**src/rtl/spi_flash_pkg.sv**
```systemverilog
// rtl/spi_flash_pkg.sv - command codes and state encoding shared by the SPI flash responder
package spi_flash_pkg;

  localparam logic [7:0] CMD_READ = 8'h03;
  localparam logic [7:0] CMD_RDSR = 8'h05;
  localparam logic [7:0] CMD_RDID = 8'h9F;

  typedef enum logic [2:0] {IDLE, CMD, ADDR, DATA, STATUS, ID, IGNORE} state_t;

endpackage

```
**src/rtl/spi_sync_edge.sv**
```systemverilog
// rtl/spi_sync_edge.sv - brings SCK/CS_n/MOSI into i_clk and derives one-cycle SCK edge strobes
module spi_sync_edge #(
  parameter int SYNC_STAGES = 2
) (
  input  logic i_clk,
  input  logic i_reset,
  input  logic i_sck,
  input  logic i_cs_n,
  input  logic i_mosi,
  output logic o_sck_rise,
  output logic o_sck_fall,
  output logic o_cs_n,
  output logic o_mosi
);

  localparam int L = SYNC_STAGES - 1;

  logic [L:0] sck_q;
  logic [L:0] cs_q;
  logic [L:0] mosi_q;
  logic       sck_prev;

  // CS_n resets to deselected so the responder wakes up idle
  always_ff @(posedge i_clk or posedge i_reset) begin
    if (i_reset) begin
      sck_q    <= '0;
      cs_q     <= '1;
      mosi_q   <= '0;
      sck_prev <= 1'b0;
    end else begin
      sck_q    <= {sck_q[L-1:0], i_sck};
      cs_q     <= {cs_q[L-1:0], i_cs_n};
      mosi_q   <= {mosi_q[L-1:0], i_mosi};
      sck_prev <= sck_q[L];
    end
  end

  assign o_sck_rise = sck_q[L] & ~sck_prev;
  assign o_sck_fall = ~sck_q[L] & sck_prev;
  assign o_cs_n     = cs_q[L];
  assign o_mosi     = mosi_q[L];

endmodule

```
**src/rtl/spi_flash_responder.sv**
```systemverilog
// rtl/spi_flash_responder.sv - SPI mode-0 serial flash target answering read, read-status and JEDEC-ID
module spi_flash_responder
  import spi_flash_pkg::*;
#(
  parameter logic [23:0] JEDEC_ID    = 24'hEF4016,
  parameter int          AW          = 24,
  parameter int          SYNC_STAGES = 2
) (
  input  logic          i_clk,
  input  logic          i_reset,
  input  logic          i_spi_sck,
  input  logic          i_spi_cs_n,
  input  logic          i_spi_mosi,
  output logic          o_spi_miso,
  output logic          o_mem_req,
  output logic [AW-1:0] o_mem_addr,
  input  logic          i_mem_ack,
  input  logic [7:0]    i_mem_data,
  input  logic [7:0]    i_status,
  output logic          o_busy,
  output logic          o_underrun
);

  logic sck_rise, sck_fall, cs_n, mosi;

  spi_sync_edge #(.SYNC_STAGES(SYNC_STAGES)) u_sync (
    .i_clk      (i_clk),
    .i_reset    (i_reset),
    .i_sck      (i_spi_sck),
    .i_cs_n     (i_spi_cs_n),
    .i_mosi     (i_spi_mosi),
    .o_sck_rise (sck_rise),
    .o_sck_fall (sck_fall),
    .o_cs_n     (cs_n),
    .o_mosi     (mosi)
  );

  state_t      state;
  logic [2:0]  bitcnt;
  logic [1:0]  byte_cnt;      // address bytes in ADDR, byte index in ID
  logic [6:0]  rx_sr;
  logic [6:0]  tx_sr;         // bits still to shift out after the one on MISO
  logic [22:0] addr_sr;
  logic [7:0]  buf_data;
  logic        buf_valid;
  logic        load_pending;  // next SCK fall is a byte boundary
  logic [7:0]  rx_next;
  logic [23:0] addr_next;
  logic [7:0]  id_byte;

  assign rx_next   = {rx_sr, mosi};
  assign addr_next = {addr_sr, mosi};
  assign o_busy    = ~cs_n;

  always_comb begin
    id_byte = 8'hFF;
    case (byte_cnt)
      2'd0:    id_byte = JEDEC_ID[23:16];
      2'd1:    id_byte = JEDEC_ID[15:8];
      2'd2:    id_byte = JEDEC_ID[7:0];
      default: id_byte = 8'hFF;
    endcase
  end

  always_ff @(posedge i_clk or posedge i_reset) begin
    if (i_reset) begin
      state        <= IDLE;
      bitcnt       <= '0;
      byte_cnt     <= '0;
      rx_sr        <= '0;
      tx_sr        <= '1;
      addr_sr      <= '0;
      buf_data     <= '0;
      buf_valid    <= 1'b0;
      load_pending <= 1'b0;
      o_spi_miso   <= 1'b1;
      o_mem_req    <= 1'b0;
      o_mem_addr   <= '0;
      o_underrun   <= 1'b0;
    end else if (cs_n) begin
      state        <= IDLE;
      bitcnt       <= '0;
      buf_valid    <= 1'b0;
      load_pending <= 1'b0;
      o_spi_miso   <= 1'b1;
      o_mem_req    <= 1'b0;
      o_underrun   <= 1'b0;
    end else begin
      if (state == IDLE) state <= CMD;

      if (o_mem_req && i_mem_ack) begin
        buf_data  <= i_mem_data;
        buf_valid <= 1'b1;
        o_mem_req <= 1'b0;
      end

      if (sck_rise) begin
        rx_sr  <= rx_next[6:0];
        bitcnt <= bitcnt + 3'd1;
        if (bitcnt == 3'd7) load_pending <= 1'b1;
        case (state)
          IDLE, CMD: if (bitcnt == 3'd7) begin
            byte_cnt <= '0;
            case (rx_next)
              CMD_READ: state <= ADDR;
              CMD_RDSR: state <= STATUS;
              CMD_RDID: state <= ID;
              default:  state <= IGNORE;
            endcase
          end
          ADDR: begin
            addr_sr <= addr_next[22:0];
            if (bitcnt == 3'd7) begin
              byte_cnt <= byte_cnt + 2'd1;
              if (byte_cnt == 2'd2) begin
                o_mem_addr <= addr_next[AW-1:0];
                o_mem_req  <= 1'b1;
                buf_valid  <= 1'b0;
                state      <= DATA;
              end
            end
          end
          default: ;
        endcase
      end

      if (sck_fall) begin
        load_pending <= 1'b0;
        if (load_pending) begin
          case (state)
            DATA: if (buf_valid) begin
              tx_sr      <= buf_data[6:0];
              o_spi_miso <= buf_data[7];
              buf_valid  <= 1'b0;
              o_mem_req  <= 1'b1;
              o_mem_addr <= o_mem_addr + AW'(1);
            end else begin
              // the late request stays outstanding; its byte goes out next boundary
              tx_sr      <= '1;
              o_spi_miso <= 1'b1;
              o_underrun <= 1'b1;
            end
            STATUS: begin
              tx_sr      <= i_status[6:0];
              o_spi_miso <= i_status[7];
            end
            ID: begin
              tx_sr      <= id_byte[6:0];
              o_spi_miso <= id_byte[7];
              if (byte_cnt != 2'd3) byte_cnt <= byte_cnt + 2'd1;
            end
            default: o_spi_miso <= 1'b1;
          endcase
        end else if (state == DATA || state == STATUS || state == ID) begin
          o_spi_miso <= tx_sr[6];
          tx_sr      <= {tx_sr[5:0], 1'b1};
        end
      end
    end
  end

endmodule

```
**config.mk**
```make
export PLATFORM = sky130hd
export DESIGN_NAME = spi_flash_responder
export DESIGN_NICKNAME = d
export VERILOG_FILES = /design/src/rtl/spi_flash_pkg.sv /design/src/rtl/spi_sync_edge.sv /design/src/rtl/spi_flash_responder.sv
export SDC_FILE = /design/constraint.sdc
export NUM_CORES = 1
export LEC_CHECK = 0
export ABC_AREA = 1
export BUFFER_PORTS_ARGS = -buffer_cell sky130_fd_sc_hd__buf_2
export CORE_UTILIZATION = 65
export CTS_BUF_LIST = sky130_fd_sc_hd__clkbuf_4 sky130_fd_sc_hd__clkbuf_8
export DETAILED_ROUTE_END_ITERATION = 8
export PLACE_DENSITY_LB_ADDON = 0.12
export REMOVE_ABC_BUFFERS = 1
export SETUP_SLACK_MARGIN = 0.5
export SLEW_MARGIN = 20
export SYNTH_ARGS = -nofsm -noshare
export SYNTH_HDL_FRONTEND = slang
export SYNTH_SLANG_ARGS = --single-unit
```
**constraint.sdc**
```tcl
create_clock -name i_clk -period 7.5 [get_ports i_clk]
set_input_delay 0.375 -clock i_clk [delete_from_list [all_inputs] [get_ports i_clk]]
set_output_delay 0.375 -clock i_clk [all_outputs]
set_load 0.02 [all_outputs]
```
# After elaboration in Yosys (flattened, before gate mapping)
# Cells that the tools add are included.
[op_classes]
addsub = 3
mul = 0
n_div = 0
n_lt_le_gt_ge = 0
n_eq_ne = 14
shifts = 0
muxes = 66
n_bitwise = 5
reduce_logical = 21
[op_table]
columns = ["operator", "n"]
rows = [
  ["$mux 24", 8],
  ["$mux 1", 34],
  ["$add 24x1->24 const B", 1],
  ["$mux 3", 8],
  ["$pmux 8 s3", 1],
  ["$mux 7", 3],
  ["$pmux 7 s3", 1],
  ["$mux 2", 7],
  ["$reduce_bool 2->1", 5],
  ["$eq 3x3->1 const B", 3],
  ["$pmux 3 s3", 1],
  ["$reduce_bool 3->1", 3],
  ["$eq 8x2->1 const B", 1],
  ["$eq 8x3->1 const B", 1],
  ["$eq 8x8->1 const B", 1],
  ["$reduce_and 2->1", 4],
  ["$reduce_and 4->1", 2],
  ["$eq 3x2->1 const B", 2],
  ["$pmux 3 s2", 1],
  ["$ne 4x1->1 const B", 1],
  ["$pmux 2 s2", 1],
  ["$add 3x1->3 const B", 1],
  ["$eq 3x1->1 const B", 1],
  ["$logic_not 3->1", 1],
  ["other kinds (13)", 17],
]
[word_totals]
ff_bits = 89
latchBits = 0
mem_bits_rw = 0
rom_bits = 0
input_bits = 22
elab_cells = 126
n_memories = 0

# Longest topological paths before layout
# Gate-level depths: netlist (run 1).
[logic_depth]
word_depth = 11
ltp_mapped = 12
depth_no_buf = 11

# Hierarchy
# Synthesis (run 1) repeated with hierarchy kept, for this count alone.
[unflattened]
hier_cells = 674
hier_area_um2 = 5046.1
[by_module_without_submodules]
columns = ["module", "instances", "cells_per_inst", "area_per_inst_um2", "seq_area_each_um2"]
rows = [
  ["spi_flash_responder", 1, 662, 4849.7, 2062.0],
  ["spi_sync_edge", 1, 12, 196.4, 177.7],
]

# Worst setup path after synthesis (run 1)
# OpenSTA, ideal clock, no wires.
[synth_timing]
kind = "flip-flop to flip-flop"
from = "register bitcnt[0]"
to = "register o_mem_addr[22]"
arrival_ns = 1.526
path_slack_ns = 5.858
path_stages_with_launch = 13
cell_sequence = "dfrtp_1 > ha_1 > ha_1 > nand2_1 > inv_1 > nand3_4 > buf_6 > nand2_1 > nand2_1 > nand2_1 > o21ai_1 > inv_1 > nand2_1"
[synth_between]
elab_chain_len = 8
[synth_rtl]
columns = ["element", "line", "source"]
rows = [
  ["start, declared", "spi_flash_responder.sv:39", "logic [2:0] bitcnt;"],
  ["start signal, assigned", "spi_flash_responder.sv:99", "bitcnt <= bitcnt + 3'd1;"],
  ["$eq 3x3->1 (*)", "spi_flash_responder.sv:113", "if (bitcnt == 3'd7) begin"],
  ["$mux 24 (*)", "spi_flash_responder.sv:113", ""],
  ["$mux 24 (*)", "spi_flash_responder.sv:101", "case (state)"],
  ["$mux 24 (*)", "spi_flash_responder.sv:97", "if (sck_rise) begin"],
  ["$mux 24", "spi_flash_responder.sv:131", "DATA: if (buf_valid) begin"],
  ["$mux 24", "spi_flash_responder.sv:130", "case (state)"],
  ["$mux 24", "spi_flash_responder.sv:129", "if (load_pending) begin"],
  ["$mux 24 (*)", "spi_flash_responder.sv:127", "if (sck_fall) begin"],
  ["end signal, assigned", "spi_flash_responder.sv:116", "o_mem_addr <= addr_next[AW-1:0];"],
  ["end signal, assigned", "spi_flash_responder.sv:136", "o_mem_addr <= o_mem_addr + AW'(1);"],
  ["end, declared", "spi_flash_responder.sv:16", "output logic [AW-1:0] o_mem_addr,"],
]
# Mark *: on every way between the ends. The rest lies on a longest branch, timed or not.
# A chain may end at the register's enable or synchronous reset.

# Worst setup path after layout (run 1)
[layout_timing]
from = "register u_sync.cs_q[1]"
to = "output o_busy"
[layout_between]
elab_chain_len = 1
[layout_rtl]
columns = ["element", "line", "source"]
rows = [
  ["start, declared", "spi_sync_edge.sv:19", "logic [L:0] cs_q;"],
  ["start signal, assigned", "spi_sync_edge.sv:32", "cs_q <= {cs_q[L-1:0], i_cs_n};"],
  ["$not 1->1 (no line)", "n/a", ""],
  ["end, declared", "spi_flash_responder.sv:20", "output logic o_busy,"],
]
# No other way between the ends.

==> flow_summary.ini, run 1 <==
[logic_synthesis]
synth.top_cells.by_area = dfrtp_1 (38%), nand2_1 (17%), nand3_1 (6.2%)
ys_warn_count = 0
ys_types = 37
synth_edf_count = 0
yosysTopAreaCell = dfrtp_1
syn_inst = 717
yosysSeqAreaShare_pct = 43.02
synth_flop_cell = dfrtp_1
synth_area_sq_um = 5206
ys_ff_latch = 89
yosysMostFrequentCell = nand2_1
synth_top_area_share_pct = 37.97
async_flop_share_pct = 100.0
synth.top_cells.by_count = nand2_1 (236), inv_1 (81), dfrtp_1 (79), nor2_1 (70), nand3_1 (65)
avgSynthCellArea_sq_um = 7.261

[clock_network]
cts_resized = 0
clk_pin_slew_worst_paths_ns = 0.09
ctsRootBufferMaster = clkbuf_8
htreeDepth = 3
cts_tree = built
clock_sinks = 89
cts_buffers = 9
cts_hold_buf = 0
clkLatencyLatePin_ns = 0.37
cts_setup_buffers = 0
clockBufferDepth = 2

[pwr]
power_density_nw_per_um2 = 162.9
peakVddDrop_mv = 0.1412
p_leak_nw = 2.822
p_comb_share_pct = 8.3
p_int_uw = 665.0
swShare_pct = 27.41
p_clk_share_pct = 34.7
switchingPower_uw = 251.1
power_uw = 916.2
seq_power_share_pct = 57.0

[setup_path]
worstReg2RegStart = state[0]$_DFF_PP0_
criticalPathCategory = flop to output port
r2r_setup_slack_ns = 4.71
r2r_cells = 8
startpoint_type = flop
cp_max_fo = 35
reg2reg_to = o_mem_addr[11]$_DFFE_PP0N_
required_ns = 7.12
end_kind = output port
worstPathArrival_ns = 2.46

[layout]
fin_area_sq_um = 5624
drive_above_1_share_pct = 12.66
areaGrowthSynthToFinish_pct = 8.027
fin_cells = 860
postLayoutCoreUtil_pct = 72.78
multi_input_area_sq_um = 2499
fin_nets = 787
fill_cells = 628
register_area_sq_um = 2240
antenna_cells = 0

[global_route]
grt_pass1_wl_um = 21120
track_usage_pct = 31.97
gr-total-overflow = 0
grt_pass1_vias = 4487
antenna_found_initial = 0
grt_max_degree = 90

[job]
max_cap_violations = 0

[floorplanning]
dieArea_sq_um = 8371
coreArea_sq_um = 7727
die_h_um = 91.50
rows = 32
initial_utilization_pct = 67.37
die_x_um = 91.50
io_pins = 50

[min_path]
hp-start = i_spi_cs_n
holdPathStages = 1
min_to = u_sync.cs_q[0]$_DFF_PP1_
hp-class = input pin to flop

[route]
route.vias.total = 4841
vias_per_cell = 5.629
wl_per_cell_um = 14.63
drt_iter0_drc = 415
finalWirelength_um = 12580
drc = 0
ant_nets = 0
first_pass_iters = 5

[sta]
fin_ws_ns = 4.662
min_period_ns = 2.838
tightest_slew_ns = 1.127
clock_skew_ns = 0.01188
fin_crit_sh_pct = 37.84
hold_viol_final = 0
fin_hold_ws_ns = 0.1033
finalSetupViolations = 0
slew_viol_final = 0
fin_setup_tns_ns = 0
rsz0062_at_grt = no
slew_headroom_pct = 24.80
max_clock_freq_ghz = 0.3523

[place]
port_buffers = 49
dp_cells = 844
place.gp.congestion = 0.9231
dpl-instance-area_sq_um = 5431
hpwl_um = 8602
place_ws_ns = 4.792

[outcome]
outcome = finished, final reports clean
[flip-flops by register name, summed over array words and instances (netlist names), 3 cells and up]
register	flops
o_mem_addr	24
addr_sr	23
bitcnt	3
rx_sr	7
state	3
buf_data	8
tx_sr	7
[worst max path at each step]
stage | startpoint | depth (start not counted) | end | slack (ns)
floorplan | i_reset | 1 | addr_sr[0]$_DFFE_PP0P_ | 4.83
global placement | u_sync.cs_q[1]$_DFF_PP1_ | 3 | buf_data[7]$_DFFE_PP0P_ | 4.84
CTS | u_sync.cs_q[1]$_DFF_PP1_ | 2 | o_busy | 4.68
finish | u_sync.cs_q[1]$_DFF_PP1_ | 2 | o_busy | 4.66
detailed placement | u_sync.cs_q[1]$_DFF_PP1_ | 3 | buf_data[4]$_DFFE_PP0P_ | 4.79
global route | u_sync.sck_prev$_DFF_PP0_ | 6 | addr_sr[22]$_DFFE_PP0P_ | 4.52
[power groups by stage]
| stage | logic, mW | clock network, mW | registers (mW) |
|---|---|---|---|
| floorplan | 0.0482 | 0 | 0.530 |
| global placement | 0.0729 | 0 | 0.530 |
| detailed placement | 0.0749 | 0 | 0.531 |
| CTS | 0.0762 | 0.319 | 0.522 |
| global route | 0.0872 | 0.337 | 0.525 |
| finish | 0.0759 | 0.318 | 0.522 |
[layout by cell type (no fill, tap or decap), drive strengths merged, types with 7 or more instances in the layout]
master	instances
nand2	239
inv	83
dfrtp	79
nor2	72
nand3	66
buf	50
o21ai	49
a21oi	29
ha	12
nand4	12
clkbuf	11
dfstp	10
mux2	9
o211ai	7
[worst max-delay path: stages (launching register included)]
cell     delay [ns]
dfstp_2        1.00
inv_1          0.72
buf_2          0.38
[cells by family after synthesis]
kind of cell	count (synthesis)	synth area share, %
DFF	89	43.02
buffers and inverters	108	8.988
AOI/OAI and AO/OA	92	9.493
and+or+nand+nor	401	32.66
muxes	9	1.947
xor gates and xnor gates	6	1.009
adders and majority gates	12	2.884
[routing by layer]
metal	routed length [um]	part of all wire (%)	global-route usage (%)	up-vias
met5	0	0	0	-
met4	196	1.6	8.995	0
met3	1036	8.2	6.030	20
met2	5689	45	50.06	196
met1	5662	45	45.54	2263
li1	-	-	-	2362
[area by class of cell]
class                      instances  share of cell area, %
tap                              102                  2.269
multi-input combinational        520                  44.43
clock buffer                      11                  2.692
clock inverter                     5                 0.6674
timing repair buffer              50                  4.561
sequential                        89                  39.82
inverter                          83                  5.562
(Power assumes the default switching activity.)
==> run 2: changes to the inputs <==
- CORE_UTILIZATION: 65 -> 56
- clock period: 7.5 -> 2.4 ns (I/O delays scaled with it)
==> run 2 against run 1 <==
Net effect:
- the run now ends with design-rule violations left
- non-clock buffer count is 30 higher
- routed wire length rose by 3.7%
- global-route usage fell by 4.0 points
- sequential share of layout area down 2.4 points
- first-iteration DRC count fell by 26%
- combinational power rose to 3.5 times the previous value
- critical path depth increased by 5
- sequential power rose to 3.1 times the previous value
- count of clock-buffer cells in the layout stayed put
- via count rose by 1.6%
- critical endpoint is now addr_sr[22]$_DFFE_PP0P_
- largest cell class unchanged
- highest routed layer unchanged
==> flow_summary.ini, run 2 (synthesized netlist as in run 1, its figures left out) <==
[min_path]
hp-class = input pin to flop

[layout]
postLayoutCoreUtil_pct = 67.72
fin_nets = 818
drive_above_1_share_pct = 15.46
fin_cells = 897
fin_area_sq_um = 5992
reg_top3 = o_mem_addr x24, addr_sr x23, buf_data x8
register_area_sq_um = 2242
multi_input_area_sq_um = 2539
final_cell_mix = nand2_1 (236), inv_1 (79), dfrtp_1 (77), nor2_1 (69), nand3_1 (65)
antenna_cells = 0
largest_reg_flops = 24
layout.cells.most_common = nand2_1
largest_register = o_mem_addr
areaGrowthSynthToFinish_pct = 15.09
fill_cells = 750

[setup_path]
startpoint_type = flop
required_ns = 2.67
worstPathArrival_ns = 2.07
criticalPathCategory = flop to flop
cp.buffers_inverters = 3
end_kind = flop
cp_max_fo = 45
max_stage_delay_ns = 0.47
crit_chain = inv_2 -> nand2_2 -> nor2_4 -> buf_4 -> nand2_2 -> buf_4 -> mux2_2
critical_path.slowest_cell = dfrtp_1
crit_family = buffers and inverters

[sta]
slew_headroom_pct = 65.27
slew_viol_final = 0
tightest_slew_ns = 0.5204
max_clock_freq_ghz = 0.5556
fin_hold_ws_ns = 0.06223
finalSetupViolations = 0
min_period_ns = 1.800
fin_ws_ns = 0.6001
fin_crit_sh_pct = 75.00
rsz0062_at_grt = yes
clock_skew_ns = 0.01543
fin_setup_tns_ns = 0
hold_viol_final = 0

[floorplanning]
initial_utilization_pct = 58.84
io_pins = 50
rows = 34
dieArea_sq_um = 9687
die_h_um = 98.42
die_x_um = 98.42
coreArea_sq_um = 8848

[clock_network]
clock_sinks = 89
clockBufferDepth = 2
htreeDepth = 3
cts_tree = built
clkLatencyLatePin_ns = 0.37
cts_buffers = 9
ctsRootBufferMaster = clkbuf_8
clk_pin_slew_worst_paths_ns = 0.10

[place]
hpwl_um = 9003
place_ws_ns = 0.4220
dpl-instance-area_sq_um = 5512
dp_cells = 858
port_buffers = 49
place.gp.congestion = 0.8858

[route]
first_pass_iters = 7
finalWirelength_um = 13050
drc = 3
vias_per_cell = 5.483
drt_iter0_drc = 309
ant_nets = 0
route.vias.total = 4918
wl_per_cell_um = 14.55

[pwr]
switchingPower_uw = 804.7
seq_power_share_pct = 54.1
p_leak_nw = 2.977
p_int_mw = 2.206
p_clk_share_pct = 37.0
swShare_pct = 26.73
power_mw = 3.010
power_density_nw_per_um2 = 502.4
p_comb_share_pct = 8.9
peakVddDrop_mv = 0.3225

[global_route]
gr-total-overflow = 0
grt_pass1_vias = 4573
antenna_found_initial = 0
grt_pass1_wl_um = 21530
grt_max_degree = 61
track_usage_pct = 27.93

[job]
max_cap_violations = 0

[outcome]
outcome = complete, but fails checks
violations = design-rule violations
==> run 2: power by group through the flow <==
stage	registers, mW	clock network, mW	logic, mW
CTS	1.63	1.14	0.266
floorplan	1.66	0	0.151
finish	1.63	1.11	0.269
global placement	1.65	0	0.241
global route	1.64	1.20	0.305
detailed placement	1.65	0	0.251
==> run 2: repair_timing <==
| item | in CTS | in global routing |
|---|---|---|
| resized for setup | 4 | 10 |
| cloned | 0 | 1 |
| endpoints found under the setup margin | 18 | 30 |
| setup buffers | 0 | 10 |
| hold endpoints to repair | 38 | 1 |
| pin swaps | 0 | 2 |
| hold buffers | 11 | 1 |
==> run 2: layer usage <==
layer	GRT usage [%]	up-vias	wire, um
met5	0	-	0
met4	8.840	0	182
met3	5.248	20	836
met2	42.96	173	5893
met1	40.12	2310	6142
li1	-	2415	-
==> run 2: worst paths after layout <==
check / from / to / slack (ns) / cells past startpoint
min in group asynchronous: i_reset / u_sync.mosi_q[0]$_DFF_PP0_ / 0.31 / 3
max in group asynchronous: i_reset / tx_sr[1]$_DFFE_PP1P_ / 1.36 / 4
min reg2reg: u_sync.cs_q[0]$_DFF_PP1_ / u_sync.cs_q[1]$_DFF_PP1_ / 0.35 / 0
max: state[2]$_DFF_PP0_ / addr_sr[22]$_DFFE_PP0P_ / 0.60 / 7
min: i_mem_ack / o_mem_req$_DFF_PP0_ / 0.06 / 4
max reg2reg: state[2]$_DFF_PP0_ / addr_sr[22]$_DFFE_PP0P_ / 0.60 / 7
==> run 2: cell type report <==
cell class / count / share of cell area (%)
multi-input combinational: 521 / 42.37
sequential: 89 / 37.42
timing repair buffer: 80 / 9.104
inverter: 83 / 5.304
clock buffer: 11 / 2.527
tap: 108 / 2.255
clock inverter: 5 / 1.023
==> run 2: worst reg2reg max path: stages (launching register included) <==
cell and delay, ns:
dfrtp_1 0.47, inv_2 0.16, nand2_2 0.09, nor2_4 0.24, buf_4 0.16, nand2_2 0.03, buf_4 0.24, mux2_2 0.31
==> run 3: changes to the inputs <==
- clock period: 2.4 -> 1.5 ns (I/O delays scaled with it)
==> run 3 against run 2 <==
Net effect:
- the run now fails in global routing (5_1_grt)
- synthesized area unchanged
- synthesized cell count is the same
==> flow_summary.ini, run 3 <==
[outcome]
outcome = did not finish
lastStage = global routing (5_1_grt)
first-error = [ERROR GRT-0232] Routing congestion too high. Check the congestion heatmap in the GUI.

[logic_synthesis]
synth_edf_count = 0
ys_ff_latch = 89
yosysSeqAreaShare_pct = 43.02
yosysTopAreaCell = dfrtp_1
async_flop_share_pct = 100.0
synth.top_cells.by_count = nand2_1 (236), inv_1 (81), dfrtp_1 (79), nor2_1 (70), nand3_1 (65)
synth_area_sq_um = 5206
synth.top_cells.by_area = dfrtp_1 (38%), nand2_1 (17%), nand3_1 (6.2%)
ys_warn_count = 0
synth_flop_cell = dfrtp_1
yosysMostFrequentCell = nand2_1
synth_top_area_share_pct = 37.97
syn_inst = 717
ys_types = 37
avgSynthCellArea_sq_um = 7.261

[floorplanning]
rows = 34
initial_utilization_pct = 58.84
io_pins = 50
die_h_um = 98.42
die_x_um = 98.42

[global_route]
track_usage_pct = 71.99
gr-total-overflow = 24
grt_max_degree = 38

[place]
hpwl_um = 10320
place.gp.congestion = 0.9110
dp_cells = 928
port_buffers = 49

[sta]
crit_endpoint = o_mem_addr[20]$_DFFE_PP0N_/D
endpoint_type = sequential cell input

[clock_network]
clock_sinks = 89
clockBufferDepth = 2
ctsRootBufferMaster = clkbuf_8
cts_buffers = 9
htreeDepth = 3
-- run 3: what timing repair did --
action                                  4_1_cts
hold buffers                                 12
pin swaps                                    44
hold endpoints to repair                     32
cloned                                        9
resized for setup                           263
buffers inserted                             31
endpoints found under the setup margin      109
-- run 3: kinds of logic after synthesis --
kind of cell | after synthesis | share of synthesized area [%]
xor+xnor | 6 | 1.009
buf+inv | 108 | 8.988
simple gates | 401 | 32.66
fa+ha+maj | 12 | 2.884
flops | 89 | 43.02
mux | 9 | 1.947
compound gates | 92 | 9.493
-- run 3: per-stage QoR --
step	setup slack, ns	instance area, sq um	setup TNS (ns)
2_1_floorplan	-0.8654	5050	-100.50
3_3_place_gp	-0.1384	6112	-2.672
3_5_place_dp	-0.2537	6112	-6.217
4_1_cts	-0.07565	7687	-1.147
-- run 3: routing by layer --
| metal | track usage, % | overflow |
|---|---|---|
| met1 | 73.99 | 0 |
| met4 | 69.00 | 12 |
| met2 | 92.52 | 12 |
| met3 | 51.63 | 0 |
| met5 | 16.41 | 0 |
==> run 4: changes to the inputs <==
- CORE_UTILIZATION: 56 -> 40
- CTS_BUF_LIST: sky130_fd_sc_hd__clkbuf_4 sky130_fd_sc_hd__clkbuf_8 -> unset
- PLACE_DENSITY_LB_ADDON: 0.12 -> 0.15
- SETUP_SLACK_MARGIN: 0.5 -> unset
- clock period: 1.5 -> 2 ns (I/O delays scaled with it)
==> run 4 against run 3 <==
Net effect:
- the run now ends clean
==> flow_summary.ini, run 4 (synthesized netlist as in run 1, its figures left out) <==
[setup_path]
critical_path.slowest_cell = dfrtp_1
startpoint_type = flop
worstPathArrival_ns = 2.05
max_stage_delay_ns = 0.45
reg2reg_to = o_mem_addr[12]$_DFFE_PP0N_
startpoint = o_mem_addr[0]$_DFFE_PP0N_
end_kind = flop
r2r_setup_slack_ns = 0.24
crit_chain = ha_1 -> nand2_1 -> nor2_1 -> nand2_1 -> nor2_1 -> nand2_1 -> nand3_1 -> nand3_1 -> nand2_1
cp_max_fo = 7
worstReg2RegStart = o_mem_addr[0]$_DFFE_PP0N_
r2r_cells = 9
required_ns = 2.30
crit_path_frequent_cell = nand2_1
criticalPathCategory = flop to flop

[route]
route.vias.total = 4843
wl_per_cell_um = 14.25
first_pass_iters = 5
finalWirelength_um = 13730
vias_per_cell = 5.024
drc = 0
drt_iter0_drc = 306
ant_nets = 0

[layout]
postLayoutCoreUtil_pct = 48.86
final_cell_mix = nand2_1 (236), inv_1 (80), dfrtp_1 (79), nor2_1 (69), nand3_1 (65)
fill_cells = 1290
areaGrowthSynthToFinish_pct = 18.91
largest_reg_flops = 24
largest_register = o_mem_addr
fin_area_sq_um = 6191
layout.cells.most_common = nand2_1
reg_top3 = o_mem_addr x24, addr_sr x23, buf_data x8
antenna_cells = 0
drive_above_1_share_pct = 14.90
fin_nets = 821

[global_route]
gr-total-overflow = 0
grt_max_degree = 90
track_usage_pct = 22.26
antenna_found_initial = 0
grt_pass1_vias = 4568
grt_pass1_wl_um = 23070

[place]
place.gp.congestion = 0.8709
port_buffers = 49
place_ws_ns = 0.1794
hpwl_um = 9747
dpl-instance-area_sq_um = 5707

[sta]
max_clock_freq_ghz = 0.5697
slew_viol_final = 0
rsz0062_at_grt = no
finalSetupViolations = 0
min_period_ns = 1.755
fin_setup_tns_ns = 0
tightest_slew_ns = 0.4821
clock_skew_ns = 0.008486
slew_headroom_pct = 67.86
fin_ws_ns = 0.2446
hold_viol_final = 0
fin_crit_sh_pct = 87.77

[clock_network]
cts_buffers = 9
ctsRootBufferMaster = clkbuf_16
clk_pin_slew_worst_paths_ns = 0.07
clockBufferDepth = 2
clock_sinks = 89
htreeDepth = 3
cts_tree = built
clkLatencyLatePin_ns = 0.35

[outcome]
outcome = finished, final reports clean

[floorplanning]
dieArea_sq_um = 13480
rows = 41
initial_utilization_pct = 41.09
coreArea_sq_um = 12670
io_pins = 50
die_x_um = 116.1
die_h_um = 116.1

[pwr]
peakVddDrop_mv = 0.4386
power_density_nw_per_um2 = 687.0
p_leak_nw = 3.062
power_mw = 4.253

[job]
max_cap_violations = 0

[min_path]
holdPathStages = 4
min_to = o_mem_req$_DFF_PP0_
hp-start = i_mem_ack
hp-class = input pin to flop
[run 4: worst max-delay path by stage]
stage	to	slack, ns	cells past startpoint
4_1_cts	o_mem_addr[13]$_DFFE_PP0N_	0.15	10
3_5_place_dp	o_mem_addr[14]$_DFFE_PP0N_	0.18	8
3_3_place_gp	o_mem_addr[14]$_DFFE_PP0N_	0.21	8
6_report	o_mem_addr[12]$_DFFE_PP0N_	0.24	9
2_1_floorplan	addr_sr[0]$_DFFE_PP0P_	-0.39	1
5_1_grt	o_mem_addr[11]$_DFFE_PP0N_	0.01	9
[run 4: critical path, delay by kind of cell, from the launching register on]
| family | cells | cell delay [ns] |
|---|---|---|
| AND/OR/NAND/NOR | 8 | 0.98 |
| flip-flops | 1 | 0.45 |
| adder cells (fa/ha/maj) | 1 | 0.27 |
[run 4: per-stage QoR]
step	std cells	hold WS [ns]
after floorplan	692	0.1045
after global placement	934	0.2069
after detailed placement	934	0.2065
after CTS	962	0.06195
after global routing	964	0.1286
final	964	0.07360
[run 4: repair_timing]
| item | 4_1_cts | 5_1_grt |
|---|---|---|
| endpoints found under the hold margin | 90 | 0 |
| hold buffers | 12 | 0 |
| setup buffers | 0 | 2 |
| resized for setup | 0 | 3 |
| setup endpoints to repair | 0 | 6 |
[run 4: per-layer routing]
layer	routed length, um	share of wire, %	GRT usage [%]
met3	586	4.3	3.400
met4	201	1.5	7.521
met2	6151	45	34.48
met1	6795	49	31.73
met5	0	0	0
[run 4: cell type report]
class	count	area [sq um]	share of cell area [%]
tap	172	215.2	3.476
sequential	89	2240	36.18
clock buffer	10	229.0	3.698
timing repair buffer	84	575.6	9.297
clock inverter	6	115.1	1.859
inverter	83	315.3	5.093
multi-input combinational	520	2501	40.40
[run 4: where the power goes]
part           leakage, nW  switching (mW)  total [mW]  internal, mW
Combinational         1.74           0.214       0.341         0.127
Sequential            1.16          0.0692        1.94          1.87
Clock                0.163           0.741        1.97          1.23
Total                 3.06            1.02        4.25          3.23
